[config.mk]
export PLATFORM = sky130hd
export DESIGN_NAME = bus_slave_ctrl_flat
export DESIGN_NICKNAME = d
export VERILOG_FILES = /design/src/rtl/bus_slave_pkg.sv /design/src/rtl/bus_slave_if.sv /design/src/rtl/slave_regfile.sv /design/src/rtl/bus_slave_ctrl.sv /design/src/flat_wrapper.sv
export SDC_FILE = /design/constraint.sdc
export NUM_CORES = 1
export LEC_CHECK = 0
export BUFFER_PORTS_ARGS = -buffer_cell sky130_fd_sc_hd__buf_2
export CORE_MARGIN = 5
export CORE_UTILIZATION = 40
export CTS_CLUSTER_DIAMETER = 200
export CTS_CLUSTER_SIZE = 30
export DETAILED_ROUTE_END_ITERATION = 10
export PLACE_DENSITY = 0.66
export SETUP_SLACK_MARGIN = 0.1
export SYNTH_ARGS = -nofsm -noshare
export SYNTH_HDL_FRONTEND = slang
export SYNTH_SLANG_ARGS = --single-unit
[constraint.sdc]
create_clock -name CLK -period 5 [get_ports CLK]
set_input_delay 1 -clock CLK [delete_from_list [all_inputs] [get_ports CLK]]
set_output_delay 1 -clock CLK [all_outputs]
set_load 0.03 [all_outputs]
[src/rtl/bus_slave_pkg.sv]
// Shared definitions for the bus slave controller.
//   state_e  : FSM state encoding (IDLE, WAIT, DONE), also exported as debug state
//   ERR_DATA : read data returned on any errored transaction
//   DATA_W   : bus / register data width
//   CNT_W    : width of the wait-state counter
package bus_slave_pkg;

    localparam int DATA_W = 32;
    localparam int CNT_W  = 8;

    localparam logic [DATA_W-1:0] ERR_DATA = 32'hDEAD_BEEF;

    typedef enum logic [1:0] {
        ST_IDLE = 2'd0,
        ST_WAIT = 2'd1,
        ST_DONE = 2'd2
    } state_e;

endpackage

[src/rtl/bus_slave_if.sv]
// Bus between a master, the slave controller and a downstream wait-state
// generator.
//   SEL, WRITE, ADDR, WDATA   : master request (held stable while SEL=1)
//   RDATA, BUS_READY, BUS_ERR : slave completion; RDATA/BUS_ERR qualified by BUS_READY
//   STROBE, WAIT_READY        : slave <-> wait-state generator handshake
//
// Handshake: the master raises SEL with WRITE/ADDR/WDATA and holds them until it
// samples BUS_READY=1 on a rising edge; BUS_READY is a one-cycle pulse and
// RDATA/BUS_ERR are meaningful only in that cycle. The slave holds STROBE high
// until it samples WAIT_READY=1 (or gives up); WAIT_READY is ignored while
// STROBE is low.
interface bus_slave_if;
    import bus_slave_pkg::*;

    logic              SEL;
    logic              WRITE;
    logic [DATA_W-1:0] ADDR;
    logic [DATA_W-1:0] WDATA;
    logic [DATA_W-1:0] RDATA;
    logic              BUS_READY;
    logic              BUS_ERR;
    logic              STROBE;
    logic              WAIT_READY;

    modport slave (
        input  SEL, WRITE, ADDR, WDATA, WAIT_READY,
        output RDATA, BUS_READY, BUS_ERR, STROBE
    );

    modport master (
        output SEL, WRITE, ADDR, WDATA,
        input  RDATA, BUS_READY, BUS_ERR
    );

    modport waitgen (
        input  STROBE,
        output WAIT_READY
    );

endinterface

[src/rtl/slave_regfile.sv]
// Register array plus completed-transaction counter.
//   clk_i, rst_ni : clock, asynchronous active-low reset
//   we_i, widx_i, wdata_i : write port (index NREGS-1 is read-only and ignored)
//   ridx_i, rdata_o       : combinational read port; index NREGS-1 reads the counter
//   inc_i                 : increment the transaction counter (wraps at 2^32)
module slave_regfile
    import bus_slave_pkg::*;
#(
    parameter  int NREGS = 8,
    localparam int IDX_W = $clog2(NREGS)
) (
    input  logic              clk_i,
    input  logic              rst_ni,
    input  logic              we_i,
    input  logic [IDX_W-1:0]  widx_i,
    input  logic [DATA_W-1:0] wdata_i,
    input  logic [IDX_W-1:0]  ridx_i,
    output logic [DATA_W-1:0] rdata_o,
    input  logic              inc_i
);

    localparam logic [IDX_W-1:0] CNT_IDX = IDX_W'(NREGS - 1);

    // Entry NREGS-1 of the array is never written; the counter stands in for it.
    logic [DATA_W-1:0] regs_q [NREGS];
    logic [DATA_W-1:0] cnt_q;
    logic [DATA_W-1:0] cnt_d;

    always_comb begin
        cnt_d = cnt_q;
        if (inc_i) begin
            cnt_d = cnt_q + 1'b1;
        end
    end

    always_ff @(posedge clk_i or negedge rst_ni) begin
        if (!rst_ni) begin
            for (int i = 0; i < NREGS; i++) begin
                regs_q[i] <= '0;
            end
            cnt_q <= '0;
        end else begin
            if (we_i && (widx_i != CNT_IDX)) begin
                regs_q[widx_i] <= wdata_i;
            end
            cnt_q <= cnt_d;
        end
    end

    always_comb begin
        if (ridx_i == CNT_IDX) begin
            rdata_o = cnt_q;
        end else begin
            rdata_o = regs_q[ridx_i];
        end
    end

endmodule

[src/rtl/bus_slave_ctrl.sv]
// Bus slave controller: accepts a single-beat request, runs a STROBE/WAIT_READY
// handshake with a wait-state generator, then accesses the register file and
// returns a one-cycle BUS_READY pulse with BUS_ERR/RDATA.
//   CLK, RESETn : clock, asynchronous active-low reset
//   bus         : bus_slave_if slave modport (request, completion, wait handshake)
//   state_o     : current FSM state, for observation
module bus_slave_ctrl
    import bus_slave_pkg::*;
#(
    parameter int NREGS   = 8,
    parameter int TIMEOUT = 255
) (
    input  logic        CLK,
    input  logic        RESETn,
    bus_slave_if.slave  bus,
    output state_e      state_o
);

    localparam int IDX_W = $clog2(NREGS);
    localparam logic [IDX_W-1:0] CNT_IDX   = IDX_W'(NREGS - 1);
    localparam logic [CNT_W-1:0] WAIT_LAST = CNT_W'(TIMEOUT - 1);

    state_e            state_q;
    logic              write_q;
    logic [IDX_W-1:0]  idx_q;
    logic [DATA_W-1:0] wdata_q;
    logic [DATA_W-1:0] rdata_q;
    logic              strobe_q;
    logic              ready_q;
    logic              err_q;
    logic [CNT_W-1:0]  wait_cnt_q;

    // Request decode: word-aligned and no address bit above the index field.
    logic             addr_ok;
    logic [IDX_W-1:0] addr_idx;

    assign addr_idx = bus.ADDR[IDX_W+1:2];
    assign addr_ok  = (bus.ADDR[1:0] == 2'b00) && ((bus.ADDR >> (IDX_W + 2)) == '0);

    // The access happens on the edge that leaves WAIT via WAIT_READY. A write to
    // the counter slot completes the handshake but is turned into an error.
    logic wait_done;
    logic ro_write;
    logic do_write;
    logic do_inc;
    logic [DATA_W-1:0] rf_rdata;

    assign wait_done = (state_q == ST_WAIT) && bus.WAIT_READY;
    assign ro_write  = write_q && (idx_q == CNT_IDX);
    assign do_write  = wait_done && write_q && !ro_write;
    assign do_inc    = wait_done && !ro_write;

    slave_regfile #(.NREGS(NREGS)) u_regs (
        .clk_i   (CLK),
        .rst_ni  (RESETn),
        .we_i    (do_write),
        .widx_i  (idx_q),
        .wdata_i (wdata_q),
        .ridx_i  (idx_q),
        .rdata_o (rf_rdata),
        .inc_i   (do_inc)
    );

    always_ff @(posedge CLK or negedge RESETn) begin
        if (!RESETn) begin
            state_q    <= ST_IDLE;
            write_q    <= 1'b0;
            idx_q      <= '0;
            wdata_q    <= '0;
            rdata_q    <= '0;
            strobe_q   <= 1'b0;
            ready_q    <= 1'b0;
            err_q      <= 1'b0;
            wait_cnt_q <= '0;
        end else begin
            // BUS_READY/BUS_ERR are only ever set on the edge entering DONE.
            ready_q <= 1'b0;
            err_q   <= 1'b0;
            case (state_q)
                ST_IDLE: begin
                    if (bus.SEL) begin
                        write_q    <= bus.WRITE;
                        idx_q      <= addr_idx;
                        wdata_q    <= bus.WDATA;
                        wait_cnt_q <= '0;
                        if (addr_ok) begin
                            strobe_q <= 1'b1;
                            state_q  <= ST_WAIT;
                        end else begin
                            ready_q  <= 1'b1;
                            err_q    <= 1'b1;
                            rdata_q  <= ERR_DATA;
                            state_q  <= ST_DONE;
                        end
                    end
                end
                ST_WAIT: begin
                    // SEL is deliberately not looked at here: once started, a
                    // transaction always runs to completion.
                    wait_cnt_q <= wait_cnt_q + 1'b1;
                    if (bus.WAIT_READY) begin
                        // WAIT_READY wins over a timeout reached in the same cycle.
                        strobe_q <= 1'b0;
                        ready_q  <= 1'b1;
                        state_q  <= ST_DONE;
                        if (ro_write) begin
                            err_q   <= 1'b1;
                            rdata_q <= ERR_DATA;
                        end else if (!write_q) begin
                            rdata_q <= rf_rdata;
                        end
                    end else if (wait_cnt_q == WAIT_LAST) begin
                        strobe_q <= 1'b0;
                        ready_q  <= 1'b1;
                        err_q    <= 1'b1;
                        rdata_q  <= ERR_DATA;
                        state_q  <= ST_DONE;
                    end
                end
                ST_DONE: begin
                    state_q <= ST_IDLE;
                end
                default: begin
                    strobe_q <= 1'b0;
                    state_q  <= ST_IDLE;
                end
            endcase
        end
    end

    assign bus.RDATA     = rdata_q;
    assign bus.BUS_READY = ready_q;
    assign bus.BUS_ERR   = err_q;
    assign bus.STROBE    = strobe_q;
    assign state_o       = state_q;

endmodule
[src/flat_wrapper.sv]
// flat-port wrapper written by rule: the top's interface ports become plain ports
module bus_slave_ctrl_flat import bus_slave_pkg::*;
#(
    parameter int NREGS   = 8,
    parameter int TIMEOUT = 255
)
  (CLK, RESETn, state_o, bus_SEL, bus_WRITE, bus_ADDR, bus_WDATA, bus_WAIT_READY, bus_RDATA, bus_BUS_READY, bus_BUS_ERR, bus_STROBE);
  bus_slave_if bus_i ();
  input  logic CLK;
  input  logic RESETn;
  output state_e state_o;
  input wire logic [$bits(bus_i.SEL)-1:0] bus_SEL;
  input wire logic [$bits(bus_i.WRITE)-1:0] bus_WRITE;
  input wire logic [$bits(bus_i.ADDR)-1:0] bus_ADDR;
  input wire logic [$bits(bus_i.WDATA)-1:0] bus_WDATA;
  input wire logic [$bits(bus_i.WAIT_READY)-1:0] bus_WAIT_READY;
  output wire logic [$bits(bus_i.RDATA)-1:0] bus_RDATA;
  output wire logic [$bits(bus_i.BUS_READY)-1:0] bus_BUS_READY;
  output wire logic [$bits(bus_i.BUS_ERR)-1:0] bus_BUS_ERR;
  output wire logic [$bits(bus_i.STROBE)-1:0] bus_STROBE;
  assign bus_i.SEL = bus_SEL;
  assign bus_i.WRITE = bus_WRITE;
  assign bus_i.ADDR = bus_ADDR;
  assign bus_i.WDATA = bus_WDATA;
  assign bus_i.WAIT_READY = bus_WAIT_READY;
  assign bus_RDATA = bus_i.RDATA;
  assign bus_BUS_READY = bus_i.BUS_READY;
  assign bus_BUS_ERR = bus_i.BUS_ERR;
  assign bus_STROBE = bus_i.STROBE;
  bus_slave_ctrl #(.NREGS(NREGS), .TIMEOUT(TIMEOUT)) u_core (.CLK(CLK), .RESETn(RESETn), .bus(bus_i), .state_o(state_o));
endmodule
# Yosys cells after proc, flatten, opt, wreduce, memory -nomap -nowiden
# Cells that the tools add are included.
dict set report word_totals {
  elab_cells 86
  output_inout_bits 37
  regBits 369
  input_bits 69
}
dict set report classes {
  n_eq_ne 10
  bitwise 2
  n_lt_le_gt_ge 2
  add_sub_neg 2
  muxes 34
  reduce_logical 18
}
# cell n
set op_table {}
lappend op_table {{two-way mux 32 bit} 10}
lappend op_table {{bitwise mux 256 bit} 1}
lappend op_table {{binary-select mux 32 bit (select 3 bit)} 1}
lappend op_table {{demux 32 bit (select 3 bit)} 1}
lappend op_table {{one-hot mux 32 bit (2 select lines)} 1}
lappend op_table {{adder 32 x 1 -> 32 bit, second input constant} 1}
lappend op_table {{zero test 32 bit} 1}
lappend op_table {{one-hot mux 8 bit (2 select lines)} 1}
lappend op_table {{two-way mux 1 bit} 10}
lappend op_table {{adder 8 x 1 -> 8 bit, second input constant} 1}
lappend op_table {{equality test 8 bit, second input constant} 1}
lappend op_table {{logical AND 1 bit} 8}
lappend op_table {{two-way mux 2 bit} 4}
lappend op_table {{two-way mux 8 bit} 1}
lappend op_table {{!= test 3 bit, second input constant} 2}
lappend op_table {{AND reduction 2 bit} 3}
lappend op_table {{AND reduction 5 bit} 1}
lappend op_table {{greater-or-equal comparator 4 bit, second input constant} 1}
lappend op_table {{zero test 2 bit} 2}
lappend op_table {{< comparator 4 x 1 -> 1 bit, second input constant} 1}
lappend op_table {{!= test 2 bit, second input constant} 2}
lappend op_table {{!= test 4 bit, second input constant} 1}
lappend op_table {{NOT 3 -> 4 bit} 1}
lappend op_table {{one-hot mux 1 bit (2 select lines)} 2}
lappend op_table {{other kinds (10)} 10}

# Longest topological paths before layout
# Gate-level depths: netlist of the first run.
dict set report logic_depth {
  depth_word 9
  mapped_depth 9
  mapped_depth_nobuf 7
}

# Cells and area by module
# Synthesis of the first run repeated with hierarchy kept, for this count alone.
dict set report unflattened {
  hier_cells 1081
  hier_area_um2 15189.6
}
# module cells_each area_each_um2 n_inst seq_area_each_um2
set by_module_without_submodules {}
lappend by_module_without_submodules {slave_regfile 714 11682.5 1 6406.1}
lappend by_module_without_submodules {bus_slave_ctrl 367 3507.1 1 2026.9}

# Worst setup path after synthesis of the first run
# Ideal clock, no wire load.
dict set report synth_path {
  path_type {input -> register}
  from {input port bus_ADDR[0]}
  to {register u_core.rdata_q[10] (netlist: u_core.bus.RDATA[10])}
  slack_ps 2289
  t_arrival_ps 2586
  t_required_ps 4875
  stages 6
  n_path_buf 1
  setup_time_ps 125
  path_cell_list {or4_4 -> nor3_2 -> nand4_2 -> o311a_4 -> buf_12 -> mux2_4}
}
dict set report synth_between {
  elab_chain_len 4
}
# element line
set synth_lines {}
lappend synth_lines {{start, declared} flat_wrapper.sv:14} ;# input wire logic [$bits(bus_i.ADDR)-1:0] bus_ADDR;
lappend synth_lines {{zero test 2 bit} bus_slave_ctrl.sv:38} ;# assign addr_ok = (bus.ADDR[1:0] == 2'b00) && ((bus.ADDR >> (IDX_W + 2)) == '0);
lappend synth_lines {{logical AND 1 bit} bus_slave_ctrl.sv:38}
lappend synth_lines {{!= test 2 bit (no source line)} n/a}
lappend synth_lines {{AND reduction 5 bit (no source line)} n/a}
lappend synth_lines {{end signal, assigned} bus_slave_ctrl.sv:110} ;# rdata_q <= rf_rdata;
lappend synth_lines {{end, declared} bus_slave_ctrl.sv:27} ;# logic [DATA_W-1:0] rdata_q;
# No other way between the ends.
# A chain may end at the register's enable or synchronous reset.

# Final worst setup path of the first run
dict set report layout_path {
  from {register u_core.idx_q[2]}
  to {register u_core.rdata_q[31] (netlist: u_core.bus.RDATA[31])}
}
dict set report layout_between {
  elab_chain_len 9
  word_cells_on_any_way 13
  classes_between {eq/ne: 2; mux: 8; bitwise: 1; reduce/logical: 2}
}
# element line
set layout_lines {}
lappend layout_lines {{start, declared} bus_slave_ctrl.sv:25} ;# logic [IDX_W-1:0] idx_q;
lappend layout_lines {{start signal, assigned} bus_slave_ctrl.sv:83} ;# idx_q <= addr_idx;
lappend layout_lines {{NOT 3 -> 4 bit (implied by the code)} slave_regfile.sv:54} ;# rdata_o = regs_q[ridx_i];
lappend layout_lines {{binary-select mux 32 bit (select 3 bit)} slave_regfile.sv:54}
lappend layout_lines {{two-way mux 32 bit (implied by the code) (2 in series)} slave_regfile.sv:54}
lappend layout_lines {{two-way mux 32 bit} slave_regfile.sv:51} ;# if (ridx_i == CNT_IDX) begin
lappend layout_lines {{two-way mux 32 bit} bus_slave_ctrl.sv:109} ;# end else if (!write_q) begin
lappend layout_lines {{two-way mux 32 bit} bus_slave_ctrl.sv:106} ;# if (ro_write) begin
lappend layout_lines {{two-way mux 32 bit} bus_slave_ctrl.sv:101} ;# if (bus.WAIT_READY) begin
lappend layout_lines {{one-hot mux 32 bit (2 select lines)} bus_slave_ctrl.sv:79} ;# case (state_q)
# Several ways; a longest one is shown, not always the timed one. The select of a mux whose other input is x is not followed.

==> flow_metrics.env, run 1 <==
export IMPL_die_area_sq_um=42500
export IMPL_min_path_type="register to register"
export IMPL_fin_crit_sh_pct=62.9
export IMPL_relSlewSlack_pct=21.7
export IMPL_status="complete, no violations"
export IMPL_worstSkewPairLatency_ns=0.52
export IMPL_yosysSeqAreaShare_pct=54.7
export IMPL_worst_setup_path_start_kind="register"
export IMPL_synthFlopType="dfrtp_1"
export IMPL_fp_dieH_um=206
export IMPL_hold_viol=0
export IMPL_area_growth_pct=9.19
export IMPL_clkSlewWorstSetupHoldPaths_ns=0.12
export IMPL_rsz0062_at_grt="no"
export IMPL_final_layout_size_suffix_gt1_share_pct=39.6
export IMPL_root_buffer="clkbuf_16"
export IMPL_clock_skew_ns=0.0391
export IMPL_avgSynthCellArea_sq_um=13.2
export IMPL_yosysMostFrequentCell="dfrtp_1"
export IMPL_grt_pass1_wl_um=59500
export IMPL_cts_sinks=337
export IMPL_rows=71
export IMPL_cts_repair_resized=0
export IMPL_cts_buffers_inserted=15
export IMPL_finalMaxSlewViolations=0
export IMPL_overflow=0
export IMPL_routed_via_density=5.53
export IMPL_ys_warn_count=0
export IMPL_drtAntennaViolNets=0
export IMPL_tns_ns=0
export IMPL_synthesis_nets=1235
export IMPL_dpl_hpwl_um=23500
export IMPL_drcViolationCount=0
export IMPL_ctsHoldBuffers=0
export IMPL_fin_nets=1309
export IMPL_vias=9664
export IMPL_worstMarginPinSlew_ns=1.17
export IMPL_met1_length_um=17500
export IMPL_r2r_slack_ns=1.85
export IMPL_criticalPathCategory="register to register"
export IMPL_synth_cell_types=65
export IMPL_vdd_ir_drop_max_v=0.000242
export IMPL_antenna_found_initial=0
export IMPL_postCtsSetupBuffers=0
export IMPL_instances_no_fill=1748
export IMPL_period_needed_ns=3.15
export IMPL_synth_edf_count=0
export IMPL_grt_pass1_vias=10145
export IMPL_synth_seq_cells=337
export IMPL_clockBufferDepth=3
export IMPL_cp_arrival_ns=3.54
export IMPL_setup_viol=0
export IMPL_numPortBuffers=105
export IMPL_grt_start_max_net_pins=122
export IMPL_die_x_um=206
export IMPL_drt_total_wl_um=36800
export IMPL_power_density_nw_per_um2=283
export IMPL_cp_max_fo=39
export IMPL_initial_core_util_pct=40.7
export IMPL_coreArea_sq_um=37800
export IMPL_yosys_area_top_type="dfrtp_1"
export IMPL_cts_tree="yes"
export IMPL_synth_common_cells="337 x dfrtp_1, 284 x mux2_2, 59 x nand2_1"
export IMPL_htree_num_levels=1
export IMPL_synth_top_area_share_pct=54.7
export IMPL_final_util_pct=44.5
export IMPL_worstPathRequired_ns=5.40
export IMPL_top_layer_used="met4"
export IMPL_synth_area_leaders="dfrtp_1 55%, mux2_2 21%, mux2_4 2.8%"
export IMPL_maxCapViolCount=0
export IMPL_cp_end_kind="register"
export IMPL_max_freq_mhz=318
export IMPL_p_leak_uw=0.00791
export IMPL_routedWlPerCell_um=21.1
export IMPL_antenna_cells=0
export IMPL_dp_cells=1731
export IMPL_power_total_uw=4760
export IMPL_grt_usage_pct=17.5
export IMPL_place_gp_congestion=0.827
export IMPL_ys_async_sr_fraction_pct=100
export IMPL_drt_iter0_drc=735
export IMPL_netlist_instances=1163
export IMPL_netlist_area_sq_um=15400
export IMPL_boundaryPins=106
export IMPL_wl_met2_um=16900
export IMPL_wl_met3_um=1740
export IMPL_drt_first_pass_iters=6
-- per-layer routing --
metal | GRT usage, % | vias to the layer above
li1 | - | 4365
met4 | 3.40 | 0
met3 | 1.93 | 51
met2 | 28.2 | 252
met1 | 26.0 | 4996
met5 | 0 | -
-- cell families after synthesis --
logic type | synth area share (%)
compound gates | 6.92
xor+xnor | 1.88
fa+ha+maj | 0.244
buf+inv | 3.15
flops | 54.7
mux | 26.7
simple gates | 6.34
-- worst max-delay path, stage by stage (launching register included) --
cell and delay, ns:
dfrtp_4 0.65, buf_4 0.57, nand3_2 0.39, nand4_1 0.26, o311a_4 0.70, mux2_2 0.41
-- through the flow --
step	area, sq um	worst slack [ns]	hold slack, ns
after global placement	16400	1.87	0.467
after detailed placement	16400	1.86	0.483
final	16800	1.85	0.500
after floorplan	15400	2.29	0.436
after global routing	16800	1.74	0.524
after CTS	16800	1.82	0.498
-- cell type report --
type | count | area [sq um]
inverters | 11 | 41.3
well taps | 511 | 639
multi-input cells | 740 | 6520
clock inverters | 1 | 30.0
flip-flops and latches | 337 | 8440
clock buffers | 16 | 379
repair buffers | 132 | 776
fillers | 3488 | 21000
-- path summary, 6_finish.rpt --
kind,startpoint,end,depth (start not counted)
max,u_core.idx_q[2],u_core.bus.RDATA[31],5
min,u_core.wait_cnt_q[7],u_core.wait_cnt_q[7],1
max reg2reg,u_core.idx_q[2],u_core.bus.RDATA[31],5
min reg2reg,u_core.wait_cnt_q[7],u_core.wait_cnt_q[7],1
max in group asynchronous,RESETn,u_core.u_regs.regs_q[232],2
min in group asynchronous,RESETn,u_core.wdata_q[20],1
-- cell usage in the layout, fill, tap and decap left out, types with 3 or more instances in the layout --
cell	count
a211oi_1	4
a21oi_1	29
a221o_1	4
a221oi_1	25
a22o_1	4
a22oi_1	5
a311oi_1	8
a31oi_1	3
and2_1	3
and3_1	5
buf_12	3
buf_2	104
buf_4	24
clkbuf_16	15
dfrtp_1	334
ha_1	3
inv_1	10
mux2_2	284
mux2_4	29
mux2i_1	36
mux4_2	5
nand2_1	59
nand3_1	19
nand4_1	15
nor2_1	47
nor2b_1	8
nor3_1	11
nor4_1	7
o2111ai_1	3
o211ai_1	6
o21ai_0	36
o311ai_0	5
or3_1	4
xnor2_1	16
xor2_1	17
-- registers in the layout, indices dropped and copies added (netlist names) --
signal                cells
u_core.u_regs.regs_q    224
u_core.bus.RDATA         32
u_core.u_regs.cnt_q      32
u_core.wdata_q           32
u_core.wait_cnt_q         8
u_core.idx_q              3
u_core.state_o            2
u_core.bus.BUS_ERR        1
u_core.bus.BUS_READY      1
u_core.bus.STROBE         1
u_core.write_q            1
-- report_power, final --
part / leakage [uW] / switching, uW / internal (uW) / total, uW
combinational: 0.00324 / 289 / 163 / 452
sequential: 0.00447 / 130 / 2770 / 2900
clock: 0.000197 / 850 / 562 / 1410
total: 0.00791 / 1270 / 3490 / 4760
(Power assumes the default switching activity.)
==> run 2, diff against run 1 <==
- clock period: 5 -> 3.1 ns (I/O delays scaled with it)
==> flow_metrics.env, run 2 (synthesis gave the netlist of run 1 again) <==
export IMPL_worst_path_max_delay_cell="nor2b_1"
export IMPL_cts_tree="yes"
export IMPL_top_register="u_core.u_regs.regs_q"
export IMPL_die_area_sq_um=42500
export IMPL_cts_repair_resized=0
export IMPL_critPathMaxStageDelay_ns=0.52
export IMPL_rows=71
export IMPL_internal_power_uw=5670
export IMPL_setup_slack_ns=0.499
export IMPL_grt_pass1_vias=10175
export IMPL_worst_setup_path_start_kind="register"
export IMPL_postCtsSetupBuffers=0
export IMPL_cpLargestDelayFamily="simple AND/OR/NAND/NOR gates"
export IMPL_fin_crit_sh_pct=83.9
export IMPL_area_growth_pct=10.4
export IMPL_worstMarginPinSlew_ns=1.23
export IMPL_vdd_ir_drop_max_v=0.000297
export IMPL_tns_ns=0
export IMPL_maxCapViolCount=0
export IMPL_ctsHoldBuffers=0
export IMPL_coreArea_sq_um=37800
export IMPL_antenna_cells=0
export IMPL_routedWlPerCell_um=21.1
export IMPL_final_layout_size_suffix_gt1_share_pct=40.4
export IMPL_boundaryPins=106
export IMPL_cts_sinks=337
export IMPL_pwr_share_seq_pct=60.0
export IMPL_routed_via_density=5.54
export IMPL_drt_iter0_drc=688
export IMPL_overflow=0
export IMPL_worstSkewPairLatency_ns=0.52
export IMPL_drcViolationCount=0
export IMPL_power_total_uw=7740
export IMPL_initial_core_util_pct=40.7
export IMPL_htree_num_levels=1
export IMPL_vias=9794
export IMPL_worst_hold_slack_ns=0.0944
export IMPL_finalMaxSlewViolations=0
export IMPL_grt_pass1_wl_um=59100
export IMPL_grt_start_max_net_pins=82
export IMPL_post_place_ws_ns=0.385
export IMPL_final_util_pct=45.0
export IMPL_fp_dieH_um=206
export IMPL_p_sw_uw=2070
export IMPL_final_common_cell="dfrtp_1"
export IMPL_p_leak_uw=0.00801
export IMPL_path_buf_inv=1
export IMPL_relSlewSlack_pct=17.7
export IMPL_rsz0062_at_grt="no"
export IMPL_hold_viol=0
export IMPL_fin_nets=1327
export IMPL_p_sw_share_pct=26.7
export IMPL_period_needed_ns=2.60
export IMPL_max_freq_mhz=385
export IMPL_largest_reg_flops=224
export IMPL_clock_skew_ns=0.0333
export IMPL_die_x_um=206
export IMPL_cp_end_kind="register"
export IMPL_drtAntennaViolNets=0
export IMPL_layout_common_cells="334 x dfrtp_1, 284 x mux2_2, 104 x buf_2, 59 x nand2_1, 47 x nor2_1"
export IMPL_power_frac_clock_pct=29.7
export IMPL_criticalPathCategory="register to register"
export IMPL_root_buffer="clkbuf_16"
export IMPL_numPortBuffers=105
export IMPL_cp_max_fo=20
export IMPL_place_gp_congestion=0.796
export IMPL_drt_total_wl_um=37400
export IMPL_antenna_found_initial=0
export IMPL_cts_buffers_inserted=15
export IMPL_setup_viol=0
export IMPL_cp_cell_sequence="nor2b_1 > nand4_1 > nor3_4 > buf_4 > mux2_2"
export IMPL_clockBufferDepth=3
export IMPL_status="complete, no violations"
export IMPL_min_path_type="primary input to async pin"
export IMPL_power_density_nw_per_um2=455
export IMPL_cp_arrival_ns=3.00
export IMPL_grt_usage_pct=17.6
export IMPL_dpl_hpwl_um=24100
export IMPL_p_comb_share_pct=10.4
export IMPL_clkSlewWorstSetupHoldPaths_ns=0.12
export IMPL_worstPathRequired_ns=3.50
export IMPL_drt_first_pass_iters=4
## run 2: changes by cell type in the layout (fill, tap and decap cells not counted)
cell	delta
buf_12	+4
clkbuf_1	+1
buf_4	+14
## run 2: final timing paths
kind / startpoint / cells past startpoint / slack (ns) / endpoint
min in group CLK: bus_WDATA[16] / 2 / 0.33 / u_core.wdata_q[16]
min: RESETn / 1 / 0.09 / u_core.wdata_q[17]
min reg2reg: u_core.u_regs.cnt_q[31] / 1 / 0.48 / u_core.u_regs.cnt_q[31]
max in group asynchronous: RESETn / 2 / 2.13 / u_core.u_regs.regs_q[167]
max reg2reg: u_core.state_o[0] / 5 / 0.50 / u_core.u_regs.regs_q[233]
max: u_core.state_o[0] / 5 / 0.50 / u_core.u_regs.regs_q[233]
## run 2: metrics by stage
| stage | area (sq um) | cells |
|---|---|---|
| 2_1_floorplan | 15400 | 1163 |
| 3_3_place_gp | 16600 | 1749 |
| 3_5_place_dp | 16600 | 1749 |
| 4_1_cts | 17000 | 1767 |
| 5_1_grt | 17000 | 1767 |
| 6_report | 17000 | 1767 |
## run 2: final cells by class
| class | count | area [sq um] |
|---|---|---|
| fillers | 3536 | 20800 |
| inverters | 11 | 41.3 |
| multi-input cells | 740 | 6520 |
| repair buffers | 150 | 961 |
| well taps | 511 | 639 |
| clock inverters | 1 | 30.0 |
| flip-flops and latches | 337 | 8440 |
| clock buffers | 17 | 383 |
## run 2: power groups by stage
stage                     Combinational, uW  Sequential (uW)  Clock (uW)
after floorplan                         482             4640           0
after global placement                  806             4720           0
after detailed placement                813             4730           0
after CTS                               815             4640        2370
after global routing                    878             4660        2500
final                                   804             4640        2300
## run 2: worst register-to-register path: stages, from the launching register on
cell,delay (ns)
dfrtp_1,0.51
nor2b_1,0.52
nand4_1,0.40
nor3_4,0.24
buf_4,0.42
mux2_2,0.41
## run 2: routing by layer
layer  vias up  track usage (%)  wire length [um]
met4         0             3.66               713
met2       203             28.8             17400
met1      5145             25.5             17700
li1       4409                -                 -
met5         -                0                 0
met3        37             2.12              1520
==> run 3, diff against run 2 <==
- ABC_AREA: default -> 1
- PLACE_DENSITY: 0.66 -> 0.68
- clock period: 3.1 -> 2.11 ns (I/O delays scaled with it)
==> flow_metrics.env, run 3 <==
export IMPL_synthXorXnorAreaFrac_pct=1.19
export IMPL_synth_top_family_by_area="simple AND/OR/NAND/NOR gates"
export IMPL_routedWlPerCell_um=18.1
export IMPL_clockBufferDepth=3
export IMPL_worst_setup_path_start_kind="register"
export IMPL_clkSlewWorstSetupHoldPaths_ns=0.11
export IMPL_cts_sinks=337
export IMPL_grt_pass1_vias=12400
export IMPL_fill_cells=3724
export IMPL_worst_hold_slack_ns=0.0813
export IMPL_synth_edf_count=0
export IMPL_coreArea_sq_um=38500
export IMPL_grt_start_max_net_pins=74
export IMPL_drcViolationCount=0
export IMPL_cp_max_fo=29
export IMPL_synth_seq_cells=337
export IMPL_crit_start="u_core.idx_q[1]"
export IMPL_grt_usage_pct=20.4
export IMPL_setup_slack_ns=0.154
export IMPL_area_growth_pct=13.3
export IMPL_rows=72
export IMPL_fin_nets=1957
export IMPL_maxCapViolCount=0
export IMPL_die_x_um=207
export IMPL_clock_skew_ns=0.0331
export IMPL_ys_warn_count=0
export IMPL_yosysMostFrequentCell="nand2_1"
export IMPL_layout_common_cells="449 x nand2_1, 337 x dfrtp_1, 214 x o21ai_0, 194 x inv_1, 122 x nor2_1"
export IMPL_boundaryPins=106
export IMPL_power_density_nw_per_um2=674
export IMPL_netlist_instances=1768
export IMPL_largest_reg_flops=224
export IMPL_synthFlopType="dfrtp_1"
export IMPL_worstMarginPinSlew_ns=0.507
export IMPL_final_layout_size_suffix_gt1_share_pct=17.8
export IMPL_synth_area_leaders="dfrtp_1 54%, nand2_1 11%, o21ai_0 7.0%"
export IMPL_fin_crit_sh_pct=92.7
export IMPL_overflow=0
export IMPL_grt_pass1_wl_um=69100
export IMPL_vdd_ir_drop_max_v=0.000436
export IMPL_rsz0062_at_grt="yes"
export IMPL_synth_adder_area_share_pct=0.242
export IMPL_critPathMaxStageDelay_ns=0.41
export IMPL_routed_via_density=5.19
export IMPL_finalMaxSlewViolations=0
export IMPL_synth_top_area_share_pct=54.4
export IMPL_synthMuxAreaShare_pct=6.68
export IMPL_final_util_pct=45.7
export IMPL_antenna_cells=0
export IMPL_root_buffer="clkbuf_16"
export IMPL_fp_dieH_um=207
export IMPL_final_common_cell="nand2_1"
export IMPL_endpoint="u_core.u_regs.regs_q[117]"
export IMPL_place_gp_congestion=0.901
export IMPL_hold_viol=0
export IMPL_die_area_sq_um=42800
export IMPL_crit_reg2reg_capture="u_core.u_regs.regs_q[117]"
export IMPL_dpl_hpwl_um=30700
export IMPL_yosys_area_share_simple_pct=19.9
export IMPL_worstPathRequired_ns=2.51
export IMPL_numPortBuffers=105
export IMPL_status="complete, no violations"
export IMPL_criticalPathCategory="register to register"
export IMPL_vias=12461
export IMPL_ys_async_sr_fraction_pct=100
export IMPL_min_path_type="primary input to register"
export IMPL_synth_cell_types=33
export IMPL_drtAntennaViolNets=0
export IMPL_r2r_slack_ns=0.15
export IMPL_setup_viol=0
export IMPL_post_place_ws_ns=0.125
export IMPL_p_leak_uw=0.00872
export IMPL_cts_tree="yes"
export IMPL_avgSynthCellArea_sq_um=8.77
export IMPL_cp_end_kind="register"
export IMPL_period_needed_ns=1.96
export IMPL_netlist_area_sq_um=15500
export IMPL_max_freq_mhz=511
export IMPL_reg2regPathDepth=7
export IMPL_antenna_found_initial=1
export IMPL_yosysSeqAreaShare_pct=54.4
export IMPL_cts_buffers_inserted=15
export IMPL_yosys_area_top_type="dfrtp_1"
export IMPL_drt_first_pass_iters=5
export IMPL_synth_common_cells="449 x nand2_1, 337 x dfrtp_1, 216 x o21ai_0"
export IMPL_worst_path_max_delay_cell="dfrtp_1"
export IMPL_cp_arrival_ns=2.36
export IMPL_placed_area_sq_um=17100
export IMPL_synthesis_nets=1840
export IMPL_worstSkewPairLatency_ns=0.54
export IMPL_design_area_sq_um=17600
export IMPL_tns_ns=0
export IMPL_synth_compound_area_share_pct=9.96
export IMPL_drt_total_wl_um=43600
export IMPL_cpMostUsedCell="buf_4"
export IMPL_cp_cell_sequence="buf_4 > inv_2 > nand3_2 > buf_4 > nor2_4 > buf_12 > mux2_2"
export IMPL_drt_iter0_drc=1162
export IMPL_top_register="u_core.u_regs.regs_q"
export IMPL_relSlewSlack_pct=66.2
export IMPL_initial_core_util_pct=40.3
export IMPL_rr_startpoint="u_core.idx_q[1]"
export IMPL_htree_num_levels=1
[run 3: changes by cell type in the layout (fill, tap and decap cells not counted), sizes merged, moves of 41 or more]
cell   before  now
nand2      59  454
mux2      314   92
o21ai      36  231
inv        11  202
nor2       48  142
nand4      16   57
[run 3: repair_timing]
item | 4_1_cts | 5_1_grt
cloned | 0 | 0
buffers inserted | 4 | 0
endpoints found under the setup margin | 12 | 61
pin swaps | 1 | 0
endpoints found under the hold margin | 39 | 0
hold buffers | 1 | 0
gates resized for setup | 1 | 18
[run 3: logic make-up after synthesis]
family / after synthesis
AOI/OAI and AO/OA: 300
xor gates and xnor gates: 21
adders and majority gates: 3
buffers and inverters: 286
DFF: 337
muxes: 92
and+or+nand+nor: 729
[run 3: worst min-delay path by stage]
stage	startpoint	slack [ns]	cells past startpoint	to
6_report	bus_WDATA[1]	0.08	3	u_core.wdata_q[1]
4_1_cts	bus_WDATA[3]	0.08	3	u_core.wdata_q[3]
3_5_place_dp	RESETn	0.35	1	u_core.bus.RDATA[27]
3_3_place_gp	RESETn	0.36	1	u_core.bus.RDATA[27]
2_1_floorplan	RESETn	0.13	0	u_core.bus.BUS_ERR
5_1_grt	bus_WDATA[2]	0.08	3	u_core.wdata_q[2]
[run 3: layout make-up]
| class | count | area, sq um | share of cell area, % |
|---|---|---|---|
| clock buffer | 15 | 375 | 2.13 |
| clock inverter | 2 | 38.8 | 0.221 |
| inverter | 202 | 767 | 4.36 |
| multi-input combinational | 1145 | 5970 | 34.0 |
| sequential | 337 | 8430 | 48.0 |
| tap | 518 | 648 | 3.69 |
| timing repair buffer | 184 | 1350 | 7.68 |
[run 3: metrics by stage]
stage               instances  total power, uW
floorplan                1768             7690
global placement         2381             8540
detailed placement       2381             8560
CTS                      2403            11900
global route             2403            12300
finish                   2403            11900
[run 3: metal layers]
metal	wire, um	vias up	GRT usage (%)
met3	3500	61	4.06
li1	-	5914	-
met1	18900	6057	28.8
met4	1030	2	5.43
met2	20100	427	32.4
met5	13	-	0
[run 3: worst max-delay path, delay by kind of cell, from the launching register on]
family        cells  cell delay, ns
buf+inv           4            0.77
flops             1            0.41
simple gates      2            0.27
mux               1            0.36
[run 3: report_power, final]
group	internal (uW)	total, uW	switching, uW
combinational	454	1590	1140
clock	1330	3380	2050
sequential	6610	6880	275
total	8390	11900	3470
